$ cat config.mk
export PLATFORM = sky130hd
export DESIGN_NAME = row_wr_buff
export DESIGN_NICKNAME = d
export VERILOG_FILES = /design/src/rtl/row_wr_buff.sv
export SDC_FILE = /design/constraint.sdc
export NUM_CORES = 1
export LEC_CHECK = 0
export BUFFER_PORTS_ARGS = -buffer_cell sky130_fd_sc_hd__buf_4
export CAP_MARGIN = 20
export CORE_UTILIZATION = 60
export CTS_CLUSTER_DIAMETER = 120
export DETAILED_ROUTE_END_ITERATION = 6
export HOLD_SLACK_MARGIN = 0.06
export PLACE_DENSITY = 0.83
export SLEW_MARGIN = 40
export SYNTH_ARGS = -nofsm -noshare
export SYNTH_HDL_FRONTEND = slang
export SYNTH_SLANG_ARGS = --single-unit
$ cat constraint.sdc
create_clock -name clk -period 10.87 [get_ports clk]
set_clock_uncertainty 0.2 [all_clocks]
set_input_delay 2.7175 -clock clk [delete_from_list [all_inputs] [get_ports clk]]
set_output_delay 2.7175 -clock clk [all_outputs]
set_load 0.01 [all_outputs]
$ cat src/rtl/row_wr_buff.sv
// row_wr_buff: 8x8 bit array with bit, byte, clear-row and clear-all writes. Optional ROW_WR_PARITY_EN adds per-row parity.
// Latency: data updates 1 cycle after acceptance; clear-all takes 8 cycles. done/err are registered pulses.
// Backpressure: req_ready is high only in IDLE. req_valid while busy is ignored, not queued.
module row_wr_buff #(
  parameter logic [63:0] INIT_VAL = 64'h0
) (
  input  logic        clk,
  input  logic        rst,
  input  logic [7:0]  row,
  input  logic [7:0]  col,
  input  logic [1:0]  mode,
  input  logic        wr_bit,
  input  logic [7:0]  wr_byte,
  input  logic        req_valid,
  output logic        req_ready,
  output logic [63:0] data,
  output logic        busy,
  output logic        done,
  output logic        err
`ifdef ROW_WR_PARITY_EN
  ,
  output logic [7:0]  row_par
`endif
);

  typedef enum logic [1:0] {IDLE, WRITE, CLR} state_t;

  state_t      state, state_nxt;
  logic [7:0]  row_q, col_q, wr_byte_q;
  logic [1:0]  mode_q;
  logic        wr_bit_q;
  logic [2:0]  cnt, cnt_nxt;
  logic [63:0] data_nxt;
  logic        done_nxt, err_nxt;
  logic        accept;
  logic        rejected;
  logic [2:0]  r_idx, c_idx;

  function automatic logic is_onehot(input logic [7:0] v);
    return (v != 8'h00) && ((v & (v - 8'h01)) == 8'h00);
  endfunction

  function automatic logic [2:0] oh_idx(input logic [7:0] v);
    logic [2:0] idx;
    idx = 3'd0;
    for (int i = 0; i < 8; i++) begin
      if (v[i]) idx = 3'(i);
    end
    return idx;
  endfunction

`ifdef ROW_WR_PARITY_EN
  function automatic logic [7:0] row_parity(input logic [63:0] d);
    logic [7:0] p;
    for (int k = 0; k < 8; k++) begin
      p[k] = ^d[8*k +: 8];
    end
    return p;
  endfunction
`endif

  assign req_ready = (state == IDLE);
  assign busy      = (state != IDLE);
  assign accept    = req_valid && req_ready;
  assign r_idx     = oh_idx(row_q);
  assign c_idx     = oh_idx(col_q);
  // Clear-all never reaches WRITE, so its mode value needs no exemption here.
  assign rejected  = !is_onehot(row_q) || ((mode_q == 2'b00) && !is_onehot(col_q));

  // State register; reset also wins over a same-edge request.
  always_ff @(posedge clk) begin
    if (rst) state <= IDLE;
    else     state <= state_nxt;
  end

  // Next state and next array contents.
  always_comb begin
    state_nxt = state;
    cnt_nxt   = cnt;
    data_nxt  = data;
    done_nxt  = 1'b0;
    err_nxt   = 1'b0;
    case (state)
      IDLE: begin
        if (req_valid) begin
          state_nxt = (mode == 2'b11) ? CLR : WRITE;
          cnt_nxt   = 3'd0;
        end
      end
      WRITE: begin
        state_nxt = IDLE;
        done_nxt  = 1'b1;
        err_nxt   = rejected;
        if (!rejected) begin
          case (mode_q)
            2'b00:   data_nxt[{r_idx, c_idx}]       = wr_bit_q;
            2'b01:   data_nxt[{r_idx, 3'b000} +: 8] = wr_byte_q;
            2'b10:   data_nxt[{r_idx, 3'b000} +: 8] = 8'h00;
            default: ;
          endcase
        end
      end
      CLR: begin
        data_nxt[{cnt, 3'b000} +: 8] = 8'h00;
        cnt_nxt = cnt + 3'd1;
        if (cnt == 3'd7) begin
          state_nxt = IDLE;
          done_nxt  = 1'b1;
        end
      end
      default: state_nxt = IDLE;
    endcase
  end

  // Request fields are held for the WRITE cycle; they need no reset value.
  always_ff @(posedge clk) begin
    if (!rst && accept) begin
      row_q     <= row;
      col_q     <= col;
      mode_q    <= mode;
      wr_bit_q  <= wr_bit;
      wr_byte_q <= wr_byte;
    end
  end

  // Array, clear counter and completion pulses.
  always_ff @(posedge clk) begin
    if (rst) begin
      data <= INIT_VAL;
      cnt  <= 3'd0;
      done <= 1'b0;
      err  <= 1'b0;
    end else begin
      data <= data_nxt;
      cnt  <= cnt_nxt;
      done <= done_nxt;
      err  <= err_nxt;
    end
  end

`ifdef ROW_WR_PARITY_EN
  // Parity tracks the array on the same edge, computed from its next value.
  always_ff @(posedge clk) begin
    if (rst) row_par <= row_parity(INIT_VAL);
    else     row_par <= row_parity(data_nxt);
  end
`endif

endmodule

==> flow_summary.ini, run 1 <==
[sta]
min_period_ns = 4.33
setup_tns_ns = 0
finalCritPeriodShare_pct = 39.8
rsz0062_at_grt = no
setup_viol = 0
hold_viol_final = 0
tightest_slew_ns = 0.874
slew_headroom_pct = 41.5
fmax_ghz = 0.231
maxSlewViolCount = 0

[worst_setup_path]
critPathMaxFanout = 45
critical_path_arrival_ns = 4.43
worstSetupPathType = in2reg
cp-start-kind = input port
crit_path_end_kind = flip-flop
worst_ep_required_time_ns = 10.97

[global_routing]
grt_pass1_wl_microns = 36000
grt_pass1_vias = 6643
grt_max_degree = 82
grt_util_met3_pct = 9.22
grt_usage_pct = 40.6
antenna_found_initial = 0
grt_use_met1_pct = 53.6
grt_overflow_total = 0
grt.met2_usage_pct = 61.0
grt-busiest-layer = met2

[floorplan]
die_h_microns = 108
num_io_pins = 98
rows = 38
die_w_microns = 108
coreArea_sq_um = 10900
die-area_sq_um = 11700
initial_core_util_pct = 61.9

[place]
place_area_sq_um = 7370
gp_congestion = 0.961
port_buffers = 97
dp_hpwl_microns = 16200

[layout]
most-common-layout-cells = buf_4 (106), a21oi_1 (95), dfxtp_1 (71)
final_util_pct = 69.7
drive_gt1_share_pct = 19.6
num_antenna_cells = 0
final_cell_area_sq_um = 7590
layout_commonest_cell = buf_4
final_nets = 901
syn2layout_area_growth_pct = 12.6
n_fill_cell = 883

[cts]
cts.sinks = 98
clkTransAtPathRegs_ns = 0.10
clk_latency_ns = 0.40
ctsResizeCount = 0
root_buffer = clkbuf_8
h-tree-depth = 3
cts_tree = done
cts.path.max_buffers = 2
ctsHoldBuffers = 0
post_cts_buffers = 0
cts_buffers = 9

[synth]
yosys.area_share.adder_pct = 3.70
synth_area_leaders = dfxtp_1 (21%), edfxtp_1 (12%), a21oi_1 (7.3%)
synth_seq_cells = 98
syn_area_sq_um = 6740
postSynthCellCount = 820
synth-compound-area-share_pct = 36.2
synth_xor_area_share_pct = 0.130
yosys.area.top_type_share_pct = 21.1
synth_mux_area_share_pct = 0.149
async_flop_share_pct = 0
yosysWarnings = 0
yosys.area_share.simple_pct = 18.9
synthFlopType = dfxtp_1
synth_area_leader_cell = dfxtp_1
synth_top_family_by_area = compound AO/OA/AOI/OAI gates
synth_nets = 869
synth_edf_count = 27
syn_avg_cell_area_sq_um = 8.22
synth.distinct_cells = 79
yosysSeqAreaShare_pct = 33.1

[drt]
route.detailed.drc = 0
wl_microns = 23900
vias = 7433
firstDrtPassIters = 6
wl_per_cell_microns = 24.0
ant_nets = 0
viasPerCell = 7.46
drt-initial-drc-count = 1286

[flow_run]
drv_cap = 0

[power_and_ir_drop]
power_density_nw_per_um2 = 111
ir_drop_uv = 84.7
power.leakage_nw = 2.67

[outcome]
status = finished, final reports clean

[min_path]
hold_path.class = reg2reg
[critical path, stage by stage]
cell     delay (ns)
buf_4          0.28
nor2_1         0.41
nand4_1        0.35
buf_6          0.27
buf_4          0.18
o21ai_0        0.20
[final timing paths]
check                   startpoint                    end  slack, ns  depth (start not counted)
min          data[48]$_SDFFE_PP0P_  data[48]$_SDFFE_PP0P_       0.28                          2
max reg2reg     row_q[4]$_DFFE_PP_  data[17]$_SDFFE_PP0P_       6.68                          9
max                            rst  data[51]$_SDFFE_PP0P_       6.54                          6
min reg2reg  data[48]$_SDFFE_PP0P_  data[48]$_SDFFE_PP0P_       0.28                          2
[synth_stat cells, drive strengths merged, types with 3 or more instances]
cell type  count
a211o          4
a211oi         5
a21o           5
a21oi         99
a221oi         7
a22o           3
a22oi         10
a311oi        13
a31o          10
a31oi         27
a32oi         11
a41oi          8
and2           7
and3          12
buf           36
clkbuf        51
dfxtp         71
edfxtp        27
ha            19
inv           30
nand2         43
nand2b         5
nand3         19
nand4         10
nor2          41
nor2b          8
nor3          30
nor3b          3
nor4           8
nor4b          4
o211ai        10
o21ai         61
o221a          3
o311ai        39
o31ai          9
o41ai         14
or3           16
or4           13
[report_power, final]
| group | internal, W | switching (W) |
|---|---|---|
| Combinational | 0.0000626 | 0.000121 |
| Sequential | 0.000389 | 0.0000206 |
| Clock | 0.000108 | 0.000143 |
[logic make-up after synthesis]
family | Yosys count
AND/OR/NAND/NOR | 226
adder cells (fa/ha/maj) | 20
AO/OA/AOI/OAI | 356
multiplexers | 1
XOR/XNOR | 1
flip-flops | 98
buffers and inverters | 118
[per-stage QoR]
stage	setup WS, ns	hold WS (ns)	instances	power, W
after floorplan	5.79	0.280	820	0.000533
after global placement	5.80	0.261	978	0.000585
after detailed placement	6.23	0.260	981	0.000592
after CTS	6.61	0.281	997	0.000835
after global routing	6.44	0.298	997	0.000867
final	6.54	0.277	997	0.000844
[state kept, by name (all words and copies together), names as in the netlist]
register / cells
col_q: 8
err: 1
done: 1
data: 64
wr_bit_q: 1
wr_byte_q: 8
mode_q: 2
cnt: 3
state: 2
row_q: 8
[cell type report]
class	instances	area (sq um)	area share (%)
multi-input combinational	604	4040	53.3
timing repair buffer	108	818	10.8
inverter	31	118	1.55
tap	140	175	2.31
sequential	98	2230	29.4
clock inverter	7	75.1	0.990
clock buffer	9	124	1.63
[layer usage]
layer  vias to the layer above  routed length [microns]  part of all wire, %
met3                       102                     3120                   13
met2                       603                    10400                   43
met5                         -                        0                    0
met4                         0                     1140                  4.8
met1                      3434                     9290                   39
li1                       3294                        -                    -
No activity file was read; power rests on OpenSTA's default activity.
==> run 2, diff against run 1 <==
--- a/config.mk
+++ b/config.mk
@@ -7,11 +7,11 @@
 export LEC_CHECK = 0
 export BUFFER_PORTS_ARGS = -buffer_cell sky130_fd_sc_hd__buf_4
 export CAP_MARGIN = 20
-export CORE_UTILIZATION = 60
+export CORE_UTILIZATION = 58
 export CTS_CLUSTER_DIAMETER = 120
 export DETAILED_ROUTE_END_ITERATION = 6
 export HOLD_SLACK_MARGIN = 0.06
-export PLACE_DENSITY = 0.83
+export PLACE_DENSITY = 0.81
 export SLEW_MARGIN = 40
 export SYNTH_ARGS = -nofsm -noshare
 export SYNTH_HDL_FRONTEND = slang
==> constraint.sdc (replaced) <==
create_clock -name clk -period 4.1 [get_ports clk]
set_clock_uncertainty 0.2 [all_clocks]
set_input_delay 1.025 -clock clk [delete_from_list [all_inputs] [get_ports clk]]
set_output_delay 1.025 -clock clk [all_outputs]
set_load 0.01 [all_outputs]
==> run 2 against run 1 <==
  * Non-clock buffer count is 17 higher
  * Largest cell class unchanged
  * Worst hold slack better by 0.010 ns
  * Largest power group unchanged
  * Worst setup slack got worse by 6.3 ns
==> flow_summary.ini, run 2 (synthesized netlist as in run 1, its figures left out) <==
[layout]
syn2layout_area_growth_pct = 15.6
layout_commonest_cell = buf_4
largest_register_ffs = 64
drive_gt1_share_pct = 20.8
n_fill_cell = 851
final_nets = 918
regMostFlops = data
num_antenna_cells = 0
most-common-layout-cells = buf_4 (125), a21oi_1 (95), dfxtp_1 (71)
final_cell_area_sq_um = 7790

[drt]
drt-initial-drc-count = 1135
wl_per_cell_microns = 24.6
ant_nets = 0
firstDrtPassIters = 6
viasPerCell = 7.48
route.detailed.drc = 0
vias = 7583
wl_microns = 24900

[sta]
maxSlewViolCount = 0
rsz0062_at_grt = no
tightest_slew_ns = 0.826
finalCritPeriodShare_pct = 93.2
setup_viol = 0
setup_tns_ns = 0
slew_headroom_pct = 44.8
min_period_ns = 3.82
worst_slack_ns = 0.277
fmax_ghz = 0.262
hold_viol_final = 0
whs_ns = 0.287

[global_routing]
antenna_found_initial = 0
grt_max_degree = 47
grt_usage_pct = 42.5
grt_overflow_total = 0
grt_pass1_wl_microns = 37800
grt_pass1_vias = 6969

[floorplan]
initial_core_util_pct = 60.8
die_w_microns = 110
num_io_pins = 98
die-area_sq_um = 12000
die_h_microns = 110
rows = 38
coreArea_sq_um = 11100

[power_and_ir_drop]
ir_drop_uv = 289
combPwrFrac_pct = 20.2
power_frac_seq_pct = 43.6
p_int_w = 0.00169
power.leakage_nw = 2.80
p_switching_w = 0.000792
power_density_nw_per_um2 = 319
clkPwrFrac_pct = 36.2
p_sw_share_pct = 31.9
power.total_w = 0.00248

[worst_setup_path]
critical_path_arrival_ns = 3.88
worst_ep_required_time_ns = 4.15
crit_path_end_kind = flip-flop
critPathMaxFanout = 12
worstReg2RegStart = row_q[2]$_DFFE_PP_
worstSetupPathType = reg2reg
cp-start-kind = flip-flop
r2r_setup_slack_ns = 0.28
crit_start = row_q[2]$_DFFE_PP_

[cts]
clk_latency_ns = 0.36
h-tree-depth = 3
clkTransAtPathRegs_ns = 0.07
post_cts_buffers = 0
cts_buffers = 9
cts_tree = done
ctsResizeCount = 0
root_buffer = clkbuf_16
cts.sinks = 98
cts.path.max_buffers = 2
ctsHoldBuffers = 0

[place]
gp_congestion = 0.958
port_buffers = 97
dp_slack_ns = 0.384
dp_hpwl_microns = 17000
place_area_sq_um = 7460

[min_path]
hold_path.class = reg2reg
hold_path.startpoint = data[40]$_SDFFE_PP0P_

[flow_run]
drv_cap = 0

[outcome]
status = finished, final reports clean
run 2: cell types whose count changed in the layout (fill, tap and decap cells not counted), sizes merged:
cell    delta
clkinv     -1
buf       +17
inv        +1
run 2: area by class of cell:
| type | instances | area, sq um | share of cell area, % |
|---|---|---|---|
| clock buffers | 9 | 225 | 2.89 |
| repair buffers | 125 | 938 | 12.0 |
| inverters | 31 | 118 | 1.51 |
| multi-input cells | 604 | 4020 | 51.6 |
| flip-flops and latches | 98 | 2230 | 28.7 |
| clock inverters | 7 | 85.1 | 1.09 |
| well taps | 140 | 175 | 2.25 |
run 2: per-stage QoR:
stage	util [%]	instances
2_1_floorplan	-	820
3_3_place_gp	67.2	997
3_5_place_dp	67.3	997
4_1_cts	70.1	1013
5_1_grt	70.3	1014
6_report	70.3	1014
run 2: per-layer routing:
metal / track usage (%) / share of wire (%) / up-vias
li1: - / - / 3323
met1: 54.4 / 37 / 3500
met2: 62.9 / 43 / 621
met3: 11.2 / 14 / 139
met4: 27.5 / 6.2 / 0
met5: 0 / 0 / -
run 2: worst paths after layout:
check	endpoint	cells after the start
max	data[35]$_SDFFE_PP0P_	11
min	data[40]$_SDFFE_PP0P_	2
max reg2reg	data[35]$_SDFFE_PP0P_	11
min reg2reg	data[40]$_SDFFE_PP0P_	2
run 2: power groups by stage:
stage	Sequential, W	Clock, W	Combinational [W]
floorplan	0.00108	0	0.000332
global placement	0.00110	0	0.000465
detailed placement	0.00110	0	0.000480
CTS	0.00108	0.000906	0.000483
global route	0.00109	0.000939	0.000538
finish	0.00108	0.000899	0.000501
run 2: critical path, cell delays in order, from the launching register on:
cell and delay [ns]:
edfxtp_1 0.53, nor2_1 0.18, o31ai_1 0.39, inv_1 0.13, ha_1 0.23, ha_1 0.55
nand2_1 0.13, a211o_1 0.40, o211ai_1 0.23, a21oi_1 0.09, or4_1 0.42, o221a_2 0.24
